===== config.mk =====
export PLATFORM = sky130hd
export DESIGN_NAME = rom_reader_flat
export DESIGN_NICKNAME = d
export VERILOG_FILES = /design/src/rtl/rom_reader_if.sv /design/src/rtl/rom_reader.sv /design/src/flat_wrapper.sv
export SDC_FILE = /design/constraint.sdc
export NUM_CORES = 1
export LEC_CHECK = 0
export ABC_AREA = 1
export BUFFER_PORTS_ARGS = -buffer_cell sky130_fd_sc_hd__buf_2
export CAP_MARGIN = 30
export CORE_AREA = 2 2 52 54
export CTS_CLUSTER_SIZE = 25
export DETAILED_ROUTE_END_ITERATION = 8
export DIE_AREA = 0 0 54 56
export GPL_TIMING_DRIVEN = 0
export PLACE_DENSITY_LB_ADDON = 0.15
export SLEW_MARGIN = 40
export SYNTH_ARGS = -nofsm -noshare
export SYNTH_HDL_FRONTEND = slang
export SYNTH_SLANG_ARGS = --single-unit
export TNS_END_PERCENT = 5

===== constraint.sdc =====
create_clock -name clk -period 3.2 [get_ports clk]
set_input_delay 0.48 -clock clk [delete_from_list [all_inputs] [get_ports clk]]
set_output_delay 0.48 -clock clk [all_outputs]
set_load 0.005 [all_outputs]

===== src/rtl/rom_reader_if.sv =====
// rom_reader_if: bundles the ROM read port and the valid/ready output stream
// of rom_reader.
//   rom_en/rom_addr  : read request from initiator to ROM
//   rom_dout         : ROM read data back to initiator
//   out_data/out_valid/out_ready : word stream to downstream consumer
// master = the reader (rom_reader), slave = the environment (ROM + consumer).
interface rom_reader_if #(
  parameter int ADDR_W = 4,
  parameter int DATA_W = 4
);
  logic              rom_en;
  logic [ADDR_W-1:0] rom_addr;
  logic [DATA_W-1:0] rom_dout;
  logic [DATA_W-1:0] out_data;
  logic              out_valid;
  logic              out_ready;

  modport master (
    output rom_en, rom_addr, out_data, out_valid,
    input  rom_dout, out_ready
  );

  modport slave (
    input  rom_en, rom_addr, out_data, out_valid,
    output rom_dout, out_ready
  );
endinterface


===== src/rtl/rom_reader.sv =====
// rom_reader: reads a run of consecutive addresses from a synchronous ROM
// and streams each word out on a valid/ready interface, one read in flight.
//   clk        : clock, rising edge
//   rst_n      : synchronous active-low reset
//   start      : command strobe, sampled only in IDLE
//   start_addr : first address of the run
//   count      : number of words to read (0..2^ADDR_W)
//   bus        : ROM port (rom_en, rom_addr, rom_dout) and output stream
//                (out_data, out_valid, out_ready)
//   busy       : run in progress
//   done       : one-cycle pulse at run end
module rom_reader #(
  parameter int ADDR_W      = 4,
  parameter int DATA_W      = 4,
  parameter int ROM_LATENCY = 1
) (
  input  logic              clk,
  input  logic              rst_n,
  input  logic              start,
  input  logic [ADDR_W-1:0] start_addr,
  input  logic [ADDR_W:0]   count,
  rom_reader_if.master      bus,
  output logic              busy,
  output logic              done
);

  typedef enum logic [2:0] {IDLE, ISSUE, WAIT, HOLD, FIN} state_t;

  localparam logic [2:0] LAT = 3'(ROM_LATENCY);

  state_t            state_q, state_d;
  logic [ADDR_W-1:0] addr_q;
  logic [ADDR_W:0]   remain_q;
  logic [2:0]        wait_q;
  logic [DATA_W-1:0] data_q;

  always_ff @(posedge clk) begin
    if (!rst_n) begin
      state_q  <= IDLE;
      addr_q   <= '0;
      remain_q <= '0;
      wait_q   <= '0;
      data_q   <= '0;
    end else begin
      state_q <= state_d;
      case (state_q)
        IDLE: begin
          if (start && count != '0) begin
            addr_q   <= start_addr;
            remain_q <= count;
          end
        end
        ISSUE: wait_q <= LAT;
        WAIT: begin
          wait_q <= wait_q - 3'd1;
          // Capture on the edge that leaves WAIT, when ROM data is valid.
          if (wait_q <= 3'd1) data_q <= bus.rom_dout;
        end
        HOLD: begin
          if (bus.out_ready) begin
            remain_q <= remain_q - (ADDR_W+1)'(1);
            addr_q   <= addr_q + ADDR_W'(1);
          end
        end
        default: ;
      endcase
    end
  end

  always_comb begin
    state_d       = state_q;
    bus.rom_en    = 1'b0;
    bus.rom_addr  = addr_q;
    bus.out_data  = data_q;
    bus.out_valid = 1'b0;
    busy          = (state_q != IDLE);
    done          = 1'b0;
    case (state_q)
      IDLE: begin
        if (start) state_d = (count == '0) ? FIN : ISSUE;
      end
      ISSUE: begin
        bus.rom_en = 1'b1;
        state_d    = WAIT;
      end
      WAIT: begin
        if (wait_q <= 3'd1) state_d = HOLD;
      end
      HOLD: begin
        bus.out_valid = 1'b1;
        if (bus.out_ready)
          state_d = (remain_q > (ADDR_W+1)'(1)) ? ISSUE : FIN;
      end
      FIN: begin
        done    = 1'b1;
        state_d = IDLE;
      end
      default: state_d = IDLE;
    endcase
  end

endmodule

===== src/flat_wrapper.sv =====
// flat-port wrapper written by rule: the top's interface ports become plain ports
module rom_reader_flat 
#(
  parameter int ADDR_W      = 4,
  parameter int DATA_W      = 4,
  parameter int ROM_LATENCY = 1
)
  (clk, rst_n, start, start_addr, count, busy, done, bus_rom_en, bus_rom_addr, bus_out_data, bus_out_valid, bus_rom_dout, bus_out_ready);
  rom_reader_if #(.ADDR_W(ADDR_W), .DATA_W(DATA_W)) bus_i ();
  input  logic clk;
  input  logic rst_n;
  input  logic start;
  input  logic [ADDR_W-1:0] start_addr;
  input  logic [ADDR_W:0] count;
  output logic busy;
  output logic done;
  output wire logic [$bits(bus_i.rom_en)-1:0] bus_rom_en;
  output wire logic [$bits(bus_i.rom_addr)-1:0] bus_rom_addr;
  output wire logic [$bits(bus_i.out_data)-1:0] bus_out_data;
  output wire logic [$bits(bus_i.out_valid)-1:0] bus_out_valid;
  input wire logic [$bits(bus_i.rom_dout)-1:0] bus_rom_dout;
  input wire logic [$bits(bus_i.out_ready)-1:0] bus_out_ready;
  assign bus_rom_en = bus_i.rom_en;
  assign bus_rom_addr = bus_i.rom_addr;
  assign bus_out_data = bus_i.out_data;
  assign bus_out_valid = bus_i.out_valid;
  assign bus_i.rom_dout = bus_rom_dout;
  assign bus_i.out_ready = bus_out_ready;
  rom_reader #(.ADDR_W(ADDR_W), .DATA_W(DATA_W), .ROM_LATENCY(ROM_LATENCY)) u_core (.clk(clk), .rst_n(rst_n), .start(start), .start_addr(start_addr), .count(count), .bus(bus_i), .busy(busy), .done(done));
endmodule

==> results.json <==
{
  "ir_worst_vdd_v": 0.0003788,
  "coreArea_um2": 2432,
  "io_buffers": 28,
  "syn_avg_cell_area_um2": 6.386,
  "p_per_area_nw_per_um2": 752.6,
  "fp.dieW_um": 54,
  "arrival_ps": 1290,
  "viasPerCell": 4.939,
  "track_usage": 0.1850,
  "drtIter0Drc": 17,
  "first_pass_iters": 4,
  "clk_pin_slew_ps": 110,
  "hold_slack_ps": 402.3,
  "antennaDiodeCount": 0,
  "synth_area_leader_cell": "dfxtp_1",
  "hpwlAfterDp_um": 2027,
  "crit_path_max_incr_delay_ps": 460,
  "slew_viol_final": 0,
  "tightest_slew_ps": 263.6,
  "tritoncts": "built",
  "worst-setup-path-type": "flip-flop to output pin",
  "clk_path_buf_depth": 2,
  "fp.dieArea_um2": 3024,
  "first_global_vias": 1092,
  "row_count": 18,
  "yosysTopAreaCellShare": 0.3255,
  "yosys-top-cells-area": "dfxtp_1 33%, nand2_1 14%, nor2_1 11%",
  "max_freq_ghz": 0.5662,
  "ios": 29,
  "clock-sinks": 19,
  "tns_ps": 0,
  "status": "finished, final reports clean",
  "grt-ovfl-total": 0,
  "crit_chain": "nand3_2 > inv_1 > buf_4 > buf_2",
  "gp_congestion": 0.7686,
  "cts_hold_buf": 0,
  "drc": 0,
  "cp-end-kind": "output pin",
  "clock_skew_ps": 1.392,
  "place_area_um2": 1346,
  "ys_warn_count": 0,
  "clk_latency_ps": 290,
  "synth_fp_nets": 205,
  "critPathMaxFanout": 10,
  "postRouteAntennaNets": 0,
  "finalSetupViolCount": 0,
  "cpMaxStageDelayCell": "dfxtp_1",
  "cts.htree.levels": 1,
  "post-cts-setup-buffers": 0,
  "post_cts_resize_count": 0,
  "start_kind": "flip-flop",
  "nets": 238,
  "initial_core_util": 0.4805,
  "die_h_um": 56,
  "routed_wl_um": 2607,
  "final_area_um2": 1373,
  "antenna_found_initial": 0,
  "drv_cap": 0,
  "num_vias": 1210,
  "cp.required_ps": 2720,
  "grt_max_degree": 11,
  "cts_buffers": 3,
  "detail_route.wl_per_cell_um": 10.64,
  "ys_seq_area_frac": 0.3255,
  "grt_pass1_wl_um": 4305,
  "ys_types": 23,
  "syn_area_um2": 1169,
  "syn_inst": 183,
  "min_period_over_period": 0.5520,
  "p_leak_uw": 0.0007511,
  "hp-class": "input pin to flip-flop",
  "area_delta_synth_final_pct": 17.45,
  "root_buffer": "clkbuf_4",
  "synth_seq_cells": 19,
  "drive_gt1_frac": 0.2047,
  "rsz0062_at_grt": "no",
  "rr_worst_depth": 9,
  "finalHoldViolCount": 0,
  "min_period_ps": 1766,
  "hold_depth": 3,
  "relSlewSlack": 0.8236
}
## flip-flops by register name (all words and copies together), names as in the netlist
| signal | flops |
|---|---|
| u_core.state_q | 3 |
| u_core.wait_q | 3 |
| u_core.remain_q | 5 |
| u_core.bus.rom_addr | 4 |
| u_core.bus.out_data | 4 |
## kinds of logic (layout without fill, tap and decap cells)
| kind of cell | Yosys count | count (layout) | synth area share |
|---|---|---|---|
| buf+inv | 29 | 61 | 0.1146 |
| simple gates | 103 | 103 | 0.3812 |
| compound gates | 26 | 26 | 0.1178 |
| flops | 19 | 19 | 0.3255 |
| xor+xnor | 1 | 1 | 0.007496 |
| fa+ha+maj | 5 | 5 | 0.05353 |
## critical path, delay by kind of cell, from the launching register on
family | cells | cell delay, ps
simple gates | 1 | 120
buf+inv | 3 | 420
flops | 1 | 460
## cell usage in the layout (no fill, tap or decap), drive strengths merged
cell type / synthesis / final
nand2: 44 / 44
nor2: 34 / 34
buf: 6 / 34
inv: 23 / 23
dfxtp: 19 / 19
nand3: 18 / 18
o21ai: 11 / 11
a21oi: 11 / 11
ha: 5 / 5
clkbuf: 0 / 4
or2: 3 / 3
o22ai: 2 / 2
nand3b: 2 / 2
nor3: 1 / 1
and2: 1 / 1
o21bai: 1 / 1
xor2: 1 / 1
o211ai: 1 / 1
## cells in the mapped netlist
cell      count
nand2_1      43
nor2_1       34
inv_1        22
dfxtp_1      19
nand3_1      15
a21oi_1      11
o21ai_0      11
ha_1          5
nand3_2       3
buf_2         2
buf_4         2
buf_6         2
nand3b_1      2
o22ai_1       2
or2_2         2
and2_1        1
inv_2         1
nand2_2       1
nor3_1        1
o211ai_1      1
o21bai_1      1
or2_1         1
xor2_1        1
## layout make-up
type / instances / area [um2]
Inverter: 23 / 86.33
Multi-Input combinational cell: 135 / 654.4
Clock buffer: 4 / 26.28
Tap cell: 30 / 37.54
Buffer: 6 / 47.55
Fill cell: 260 / 1060
Sequential cell: 19 / 380.4
Timing Repair Buffer: 28 / 140.1
## metrics by stage
stage / power (uW) / utilization / std cells / worst slack [ps]
floorplan: 767.2 / - / 183 / 1919
global placement: 893.3 / 0.5535 / 241 / 1671
detailed placement: 914.7 / 0.5535 / 241 / 1655
CTS: 1040 / 0.5643 / 245 / 1433
global route: 1138 / 0.5643 / 245 / 1350
finish: 1033 / 0.5643 / 245 / 1434
## report_power, final
group	internal (uW)	switching [uW]
clock network	48.4	74.2
registers	315	73.8
logic	217	305
total	581	452
## worst paths after layout
check | endpoint | slack [ps] | from
setup / recovery | bus_out_valid | 1430 | u_core.state_q[0]
hold reg to reg | u_core.wait_q[2] | 480 | u_core.wait_q[2]
hold / removal | u_core.bus.out_data[2] | 400 | bus_rom_dout[2]
setup reg to reg | u_core.remain_q[2] | 1800 | u_core.state_q[1]
## layer usage
| metal | share of wire | track usage | vias to the layer above |
|---|---|---|---|
| li1 | - | - | 640 |
| met1 | 0.46 | 0.2076 | 540 |
| met2 | 0.48 | 0.3467 | 26 |
| met3 | 0.042 | 0.02957 | 4 |
| met4 | 0.014 | 0.04286 | 0 |
| met5 | 0 | 0 | - |
Power figures use the tool's default switching activity.
